## src/rtl/i8088_bus_pkg.sv

```systemverilog
// Shared types for the 8088 minimum-mode bus master.
//   bus_state_t : T-state sequencer encoding (IDLE, TI, T1, T2, T3, TW, T4)
//   bus_cmd_t   : latched command {write, io, addr, wdata}; addr is sized for
//                 the widest bus (20 bits) and narrower buses use the low bits
//   RDATA_ABORT : read data returned for writes and timed-out cycles
package i8088_bus_pkg;

  localparam int unsigned BUS_ADDR_MAX = 20;

  localparam logic [7:0] RDATA_ABORT = 8'hFF;

  typedef enum logic [2:0] {
    S_IDLE,
    S_TI,
    S_T1,
    S_T2,
    S_T3,
    S_TW,
    S_T4
  } bus_state_t;

  typedef struct packed {
    logic                    write;
    logic                    io;
    logic [BUS_ADDR_MAX-1:0] addr;
    logic [7:0]              wdata;
  } bus_cmd_t;

endpackage

```

## src/rtl/i8088_ready_sync.sv

```systemverilog
// Multi-flop synchroniser for the asynchronous READY input.
//   clk   : system clock
//   rst   : synchronous active-high reset, clears every stage to 0
//   ready : asynchronous READY from the bus target
//   rdy_s : READY after STAGES flops
module i8088_ready_sync #(
  parameter int unsigned STAGES = 2
) (
  input  logic clk,
  input  logic rst,
  input  logic ready,
  output logic rdy_s
);

  logic [STAGES-1:0] sync_q;

  always_ff @(posedge clk) begin
    if (rst) begin
      sync_q <= '0;
    end else begin
      sync_q[0] <= ready;
      for (int unsigned i = 1; i < STAGES; i++) begin
        sync_q[i] <= sync_q[i-1];
      end
    end
  end

  assign rdy_s = sync_q[STAGES-1];

endmodule

```

## src/rtl/i8088_bus_master.sv

```systemverilog
// 8088 minimum-mode bus-cycle generator.
// Turns a valid/ready command stream into T1-T2-T3-[TW]-T4 bus cycles on the
// multiplexed 8088 pins and returns a one-clock completion pulse.
//   clk, rst                        : clock, synchronous active-high reset
//   cmd_valid/cmd_ready             : command handshake
//   cmd_write, cmd_io, cmd_addr,
//   cmd_wdata                       : command fields
//   rsp_valid, rsp_rdata,
//   rsp_timeout                     : completion pulse, read data, abort flag
//   ale, nrd, nwr, io_nm, dt_nr,
//   nden, addr_hi, ad_out, ad_oe    : 8088 bus pins (AD7..0 split in/out/oe)
//   ad_in                           : sampled AD7..0
//   ready                           : asynchronous READY from the target
module i8088_bus_master
  import i8088_bus_pkg::*;
#(
  parameter int unsigned ADDR_W     = 20,
  parameter int unsigned TCLK_DIV   = 4,
  parameter int unsigned READY_SYNC = 2,
  parameter int unsigned TIMEOUT    = 1024,
  parameter int unsigned IDLE_TI    = 1
) (
  input  logic              clk,
  input  logic              rst,
  input  logic              cmd_valid,
  output logic              cmd_ready,
  input  logic              cmd_write,
  input  logic              cmd_io,
  input  logic [ADDR_W-1:0] cmd_addr,
  input  logic [7:0]        cmd_wdata,
  output logic              rsp_valid,
  output logic [7:0]        rsp_rdata,
  output logic              rsp_timeout,
  output logic              ale,
  output logic              nrd,
  output logic              nwr,
  output logic              io_nm,
  output logic              dt_nr,
  output logic              nden,
  output logic [ADDR_W-9:0] addr_hi,
  output logic [7:0]        ad_out,
  output logic              ad_oe,
  input  logic [7:0]        ad_in,
  input  logic              ready
);

  localparam int unsigned TC_W = (TCLK_DIV > 1) ? $clog2(TCLK_DIV) : 1;
  localparam int unsigned WC_W = (TIMEOUT > 0) ? $clog2(TIMEOUT + 1) : 1;
  localparam int unsigned TI_W = (IDLE_TI > 1) ? $clog2(IDLE_TI) : 1;

  localparam logic [TC_W-1:0] TC_LAST = TC_W'(TCLK_DIV - 1);
  localparam logic [WC_W-1:0] WC_MAX  = WC_W'(TIMEOUT);
  localparam logic [TI_W-1:0] TI_LAST = TI_W'((IDLE_TI > 0) ? IDLE_TI - 1 : 0);

  bus_state_t       state_q, state_d;
  logic [TC_W-1:0]  tcnt_q, tcnt_d;
  logic [WC_W-1:0]  wcnt_q, wcnt_d;
  logic [TI_W-1:0]  ticnt_q, ticnt_d;
  bus_cmd_t         cmd_q, cmd_d;
  logic [7:0]       rdata_q, rdata_d;
  logic             tmo_q, tmo_d;
  logic             cmd_ready_q, cmd_ready_d;
  logic             rsp_valid_q, rsp_valid_d;
  logic [7:0]       rsp_rdata_q, rsp_rdata_d;
  logic             rsp_timeout_q, rsp_timeout_d;
  logic             rdy_s;
  logic             tlast;

  i8088_ready_sync #(
    .STAGES (READY_SYNC)
  ) u_ready_sync (
    .clk   (clk),
    .rst   (rst),
    .ready (ready),
    .rdy_s (rdy_s)
  );

  assign tlast = (tcnt_q == TC_LAST);

  // Sequencer. The T-counter free-runs inside every non-IDLE state and wraps
  // on the last clock, so repeated TW states need no extra bookkeeping.
  always_comb begin
    state_d       = state_q;
    tcnt_d        = (state_q == S_IDLE || tlast) ? '0 : tcnt_q + 1'b1;
    wcnt_d        = wcnt_q;
    ticnt_d       = ticnt_q;
    cmd_d         = cmd_q;
    rdata_d       = rdata_q;
    tmo_d         = tmo_q;
    rsp_valid_d   = 1'b0;
    rsp_rdata_d   = rsp_rdata_q;
    rsp_timeout_d = rsp_timeout_q;

    case (state_q)
      S_IDLE: begin
        if (cmd_valid && cmd_ready_q) begin
          cmd_d.write = cmd_write;
          cmd_d.io    = cmd_io;
          cmd_d.addr  = BUS_ADDR_MAX'(cmd_addr);
          cmd_d.wdata = cmd_wdata;
          wcnt_d      = '0;
          tmo_d       = 1'b0;
          state_d     = S_T1;
        end
      end
      S_TI: begin
        if (tlast) begin
          if (ticnt_q == TI_LAST) begin
            ticnt_d = '0;
            state_d = S_IDLE;
          end else begin
            ticnt_d = ticnt_q + 1'b1;
          end
        end
      end
      S_T1: if (tlast) state_d = S_T2;
      S_T2: if (tlast) state_d = S_T3;
      S_T3, S_TW: begin
        if (tlast) begin
          if (rdy_s) begin
            if (!cmd_q.write) rdata_d = ad_in;
            state_d = S_T4;
          end else if (wcnt_q < WC_MAX) begin
            wcnt_d  = wcnt_q + 1'b1;
            state_d = S_TW;
          end else begin
            tmo_d   = 1'b1;
            state_d = S_T4;
          end
        end
      end
      S_T4: begin
        if (tlast) begin
          rsp_valid_d   = 1'b1;
          rsp_rdata_d   = (!cmd_q.write && !tmo_q) ? rdata_q : RDATA_ABORT;
          rsp_timeout_d = tmo_q;
          state_d       = (IDLE_TI > 0) ? S_TI : S_IDLE;
        end
      end
      default: state_d = S_IDLE;
    endcase

    // Registered so it rises together with rsp_valid and stays low in reset.
    cmd_ready_d = (state_d == S_IDLE);
  end

  always_ff @(posedge clk) begin
    if (rst) begin
      state_q       <= S_IDLE;
      tcnt_q        <= '0;
      wcnt_q        <= '0;
      ticnt_q       <= '0;
      cmd_q         <= '0;
      rdata_q       <= '0;
      tmo_q         <= 1'b0;
      cmd_ready_q   <= 1'b0;
      rsp_valid_q   <= 1'b0;
      rsp_rdata_q   <= RDATA_ABORT;
      rsp_timeout_q <= 1'b0;
    end else begin
      state_q       <= state_d;
      tcnt_q        <= tcnt_d;
      wcnt_q        <= wcnt_d;
      ticnt_q       <= ticnt_d;
      cmd_q         <= cmd_d;
      rdata_q       <= rdata_d;
      tmo_q         <= tmo_d;
      cmd_ready_q   <= cmd_ready_d;
      rsp_valid_q   <= rsp_valid_d;
      rsp_rdata_q   <= rsp_rdata_d;
      rsp_timeout_q <= rsp_timeout_d;
    end
  end

  // Bus pins are a pure function of the current T-state and latched command.
  always_comb begin
    ale     = 1'b0;
    nrd     = 1'b1;
    nwr     = 1'b1;
    io_nm   = 1'b0;
    dt_nr   = 1'b0;
    nden    = 1'b1;
    addr_hi = '0;
    ad_out  = '0;
    ad_oe   = 1'b0;

    case (state_q)
      S_T1: begin
        ale     = 1'b1;
        io_nm   = cmd_q.io;
        dt_nr   = cmd_q.write;
        addr_hi = cmd_q.addr[ADDR_W-1:8];
        ad_out  = cmd_q.addr[7:0];
        ad_oe   = 1'b1;
      end
      S_T2, S_T3, S_TW: begin
        io_nm   = cmd_q.io;
        dt_nr   = cmd_q.write;
        addr_hi = cmd_q.addr[ADDR_W-1:8];
        nden    = 1'b0;
        if (cmd_q.write) begin
          nwr    = 1'b0;
          ad_out = cmd_q.wdata;
          ad_oe  = 1'b1;
        end else begin
          nrd    = 1'b0;
        end
      end
      S_T4: begin
        io_nm   = cmd_q.io;
        dt_nr   = cmd_q.write;
        addr_hi = cmd_q.addr[ADDR_W-1:8];
      end
      default: ;
    endcase
  end

  assign cmd_ready   = cmd_ready_q;
  assign rsp_valid   = rsp_valid_q;
  assign rsp_rdata   = rsp_rdata_q;
  assign rsp_timeout = rsp_timeout_q;

endmodule

```

## config.mk

```make
export PLATFORM = sky130hd
export DESIGN_NAME = i8088_bus_master
export DESIGN_NICKNAME = d
export VERILOG_FILES = /design/src/rtl/i8088_bus_pkg.sv /design/src/rtl/i8088_ready_sync.sv /design/src/rtl/i8088_bus_master.sv
export SDC_FILE = /design/constraint.sdc
export NUM_CORES = 1
export LEC_CHECK = 0
export ABC_AREA = 1
export CORE_UTILIZATION = 40
export DETAILED_ROUTE_END_ITERATION = 10
export PLACE_DENSITY = 0.64
export SYNTH_ARGS = -nofsm -noshare
export SYNTH_HDL_FRONTEND = slang
export SYNTH_SLANG_ARGS = --single-unit
```

## constraint.sdc

```tcl
create_clock -name clk -period 2.1 [get_ports clk]
set_clock_uncertainty 0.2 [all_clocks]
set_input_delay 0.21 -clock clk [delete_from_list [all_inputs] [get_ports clk]]
set_output_delay 0.21 -clock clk [all_outputs]
set_load 0.01 [all_outputs]
```

==> flow_summary.json <==
{
  "synthDistinctLibCells": 30,
  "setup_tns_ns": 0,
  "crit_path_start_kind": "register",
  "status": "finished, final reports clean",
  "crit_buf_inv": 5,
  "synthTopCellsByCount": "dfxtp_1 (68), nor2_1 (50), inv_1 (49)",
  "cts_tree": "built",
  "die_y_um": 87.2,
  "cp-end-kind": "output pin",
  "clock_power_share": 0.345,
  "max_freq_ghz": 0.486,
  "drive_gt1_frac": 0.158,
  "postRouteAntennaNets": 0,
  "root_buffer": "clkbuf_8",
  "grt_pass1_wl_um": 11000,
  "ys.warnings.count": 0,
  "antenna_found_initial": 0,
  "peakVddDrop_mv": 0.380,
  "row_count": 30,
  "finalNonFillerCells": 582,
  "period_needed_ns": 2.06,
  "cp_top_family": "buffers and inverters",
  "area_growth_pct": 40.4,
  "cp_cell_sequence": "inv_4 > nand2_2 > o21ai_4 > buf_4 > nor2_4 > buf_12 > buf_4 > nor2_1 > clkbuf_2",
  "drv_cap": 0,
  "report.final.slew_viol_count": 0,
  "placed_area_mm2": 0.00381,
  "hold_violations": 0,
  "drcViolationCount": 0,
  "yosysTopAreaCell": "dfxtp_1",
  "p_sw_uw": 795,
  "routedWlPerCell_um": 12.4,
  "htree_levels": 3,
  "diodes": 0,
  "grt_pass1_vias": 2445,
  "path_class": "register to output pin",
  "gr-total-overflow": 0,
  "path_common_cell": "buf_4",
  "syn_area_mm2": 0.00290,
  "dpl.hpwl_um": 4820,
  "gp_congestion": 0.878,
  "setup_viol": 0,
  "max_stage_delay_ns": 0.36,
  "worstPathArrival_ns": 1.65,
  "period_share": 0.980,
  "async_reset_ff_frac": 0,
  "num_vias": 2748,
  "p_seq_frac": 0.473,
  "synth_top_area_frac": 0.469,
  "die_w_um": 87.2,
  "min_path_type": "register to register",
  "seq_area_frac_synth": 0.469,
  "intPower_mw": 2.16,
  "cp_max_fo": 7,
  "power_frac_comb": 0.182,
  "drtIter0Drc": 70,
  "cts_max_path_buffers": 2,
  "cts-buffers-inserted": 9,
  "synth_flop_cell": "dfxtp_1",
  "p_total_mw": 2.96,
  "slowest_stage": "dfxtp_4",
  "synth_seq_cells": 68,
  "core-area_mm2": 0.00691,
  "dpl.cell_count": 555,
  "switching_share": 0.269,
  "syn_inst": 386,
  "syn_avg_cell_area_um2": 7.52,
  "powerDensity_mw_per_mm2": 726,
  "synth_nets": 431,
  "final_area_mm2": 0.00408,
  "clock_sink_count": 68,
  "synth-edff-count": 0,
  "dieArea_mm2": 0.00760,
  "clock_latency_ns": 0.34,
  "cts_hold_buf": 0,
  "start_util": 0.420,
  "port_buffers": 79,
  "maxSlewHeadroom": 0.747,
  "leakagePower_nw": 1.71,
  "nNetsFinal": 526,
  "grt_max_degree": 61,
  "tightest_slew_ns": 0.380,
  "yosysMostFrequentCell": "dfxtp_1",
  "synth_area_leaders": "dfxtp_1 (47%), o21ai_0 (8.3%), a21oi_1 (7.4%), nor2_1 (6.5%), inv_1 (6.3%)",
  "required_ns": 1.69,
  "rsz0062_at_grt": "true",
  "clkSlewWorstSetupHoldPaths_ns": 0.07,
  "routed_wl_um": 7190,
  "vias_per_cell": 4.72,
  "pin_count": 80,
  "track_usage": 0.187,
  "dr.pass1.iters": 4
}
-- flip-flops by register name (all words and copies together), names as in the netlist, 2 cells and up --
signal,cells
rsp_rdata,8
u_ready_sync.sync_q,2
state_q,3
tcnt_q,2
rdata_q,8
wcnt_q,11
cmd_q,30
-- layout by cell type (no fill, tap or decap), types with 2 or more instances in the layout --
cell type | Yosys | routed
clkdlybuf4s50_1 | 0 | 52
nor2_2 | 8 | 8
inv_4 | 1 | 2
inv_1 | 49 | 49
o21ai_1 | 4 | 4
o22ai_1 | 8 | 8
buf_4 | 1 | 17
dlygate4sd2_1 | 0 | 9
ha_1 | 3 | 3
clkbuf_2 | 0 | 9
nand2_4 | 1 | 2
nor2_4 | 3 | 4
dfxtp_1 | 68 | 65
nand2_1 | 42 | 40
o21ai_0 | 48 | 48
nand2_2 | 2 | 3
nand3_1 | 19 | 19
nand4_1 | 2 | 2
inv_2 | 7 | 6
clkinv_2 | 0 | 3
dfxtp_4 | 0 | 2
a21oi_1 | 43 | 43
nor2_1 | 50 | 49
clkdlybuf4s15_1 | 0 | 8
clkbuf_8 | 0 | 9
clkbuf_1 | 6 | 2
buf_12 | 0 | 2
nor3_1 | 5 | 5
-- per-stage QoR --
| stage | worst slack [ns] | util | hold WS [ns] |
|---|---|---|---|
| 5_1_grt | -0.0366 | 0.590 | 0.195 |
| 2_1_floorplan | 0.522 | - | 0.117 |
| 4_1_cts | -0.0622 | 0.579 | 0.192 |
| 3_5_place_dp | -0.00543 | 0.551 | 0.192 |
| 6_report | 0.0416 | 0.590 | 0.201 |
| 3_3_place_gp | 0.0517 | 0.551 | 0.189 |
-- power by group through the flow --
stage	logic (mW)	clock network, mW	registers, mW
3_5_place_dp	0.482	0	1.43
6_report	0.538	1.02	1.40
3_3_place_gp	0.477	0	1.42
5_1_grt	0.594	1.12	1.40
2_1_floorplan	0.283	0	1.43
4_1_cts	0.490	1.06	1.40
-- layer usage --
layer | wire length [µm] | part of all wire | up-vias | track usage
li1 | - | - | 1438 | -
met1 | 3530 | 0.49 | 1234 | 0.240
met2 | 3230 | 0.45 | 63 | 0.301
met3 | 335 | 0.047 | 13 | 0.0408
met4 | 95 | 0.013 | 0 | 0.0835
met5 | 0 | 0 | - | 0
-- logic make-up (layout without fill, tap and decap cells) --
family          Yosys count  in the layout  synth area share
flops                    68             68             0.469
compound gates          107            107             0.195
fa+ha+maj                 3              3            0.0129
buf+inv                  72            172             0.105
simple gates            136            136             0.218
-- tightest hold or removal path, cell delays in order (launching register included) --
cell	delay (ns)
dfxtp_1	0.30
inv_1	0.04
nor2_1	0.03
-- final timing paths --
path,from,end,slack (ns),depth (start not counted)
hold / removal,u_ready_sync.sync_q[0],u_ready_sync.sync_q[1],0.20,2
setup reg to reg,tcnt_q[0],rsp_rdata[7],0.29,7
hold reg to reg,u_ready_sync.sync_q[0],u_ready_sync.sync_q[1],0.20,2
setup / recovery,state_q[2],addr_hi[11],0.04,9
-- layout make-up --
class	instances	area, µm²
Fill cell	645	2830
Sequential cell	68	1370
Multi-Input combinational cell	246	1250
Timing Repair Buffer	99	930
Inverter	57	219
Clock buffer	11	131
Tap cell	96	120
Clock inverter	5	52.6
-- repair_timing --
action                     4_1_cts  5_1_grt
pin swaps                        2        3
cloned                           0        1
setup buffers                    3        7
setup endpoints to repair       27       22
resized for setup               31       33
(Power assumes the default switching activity.)
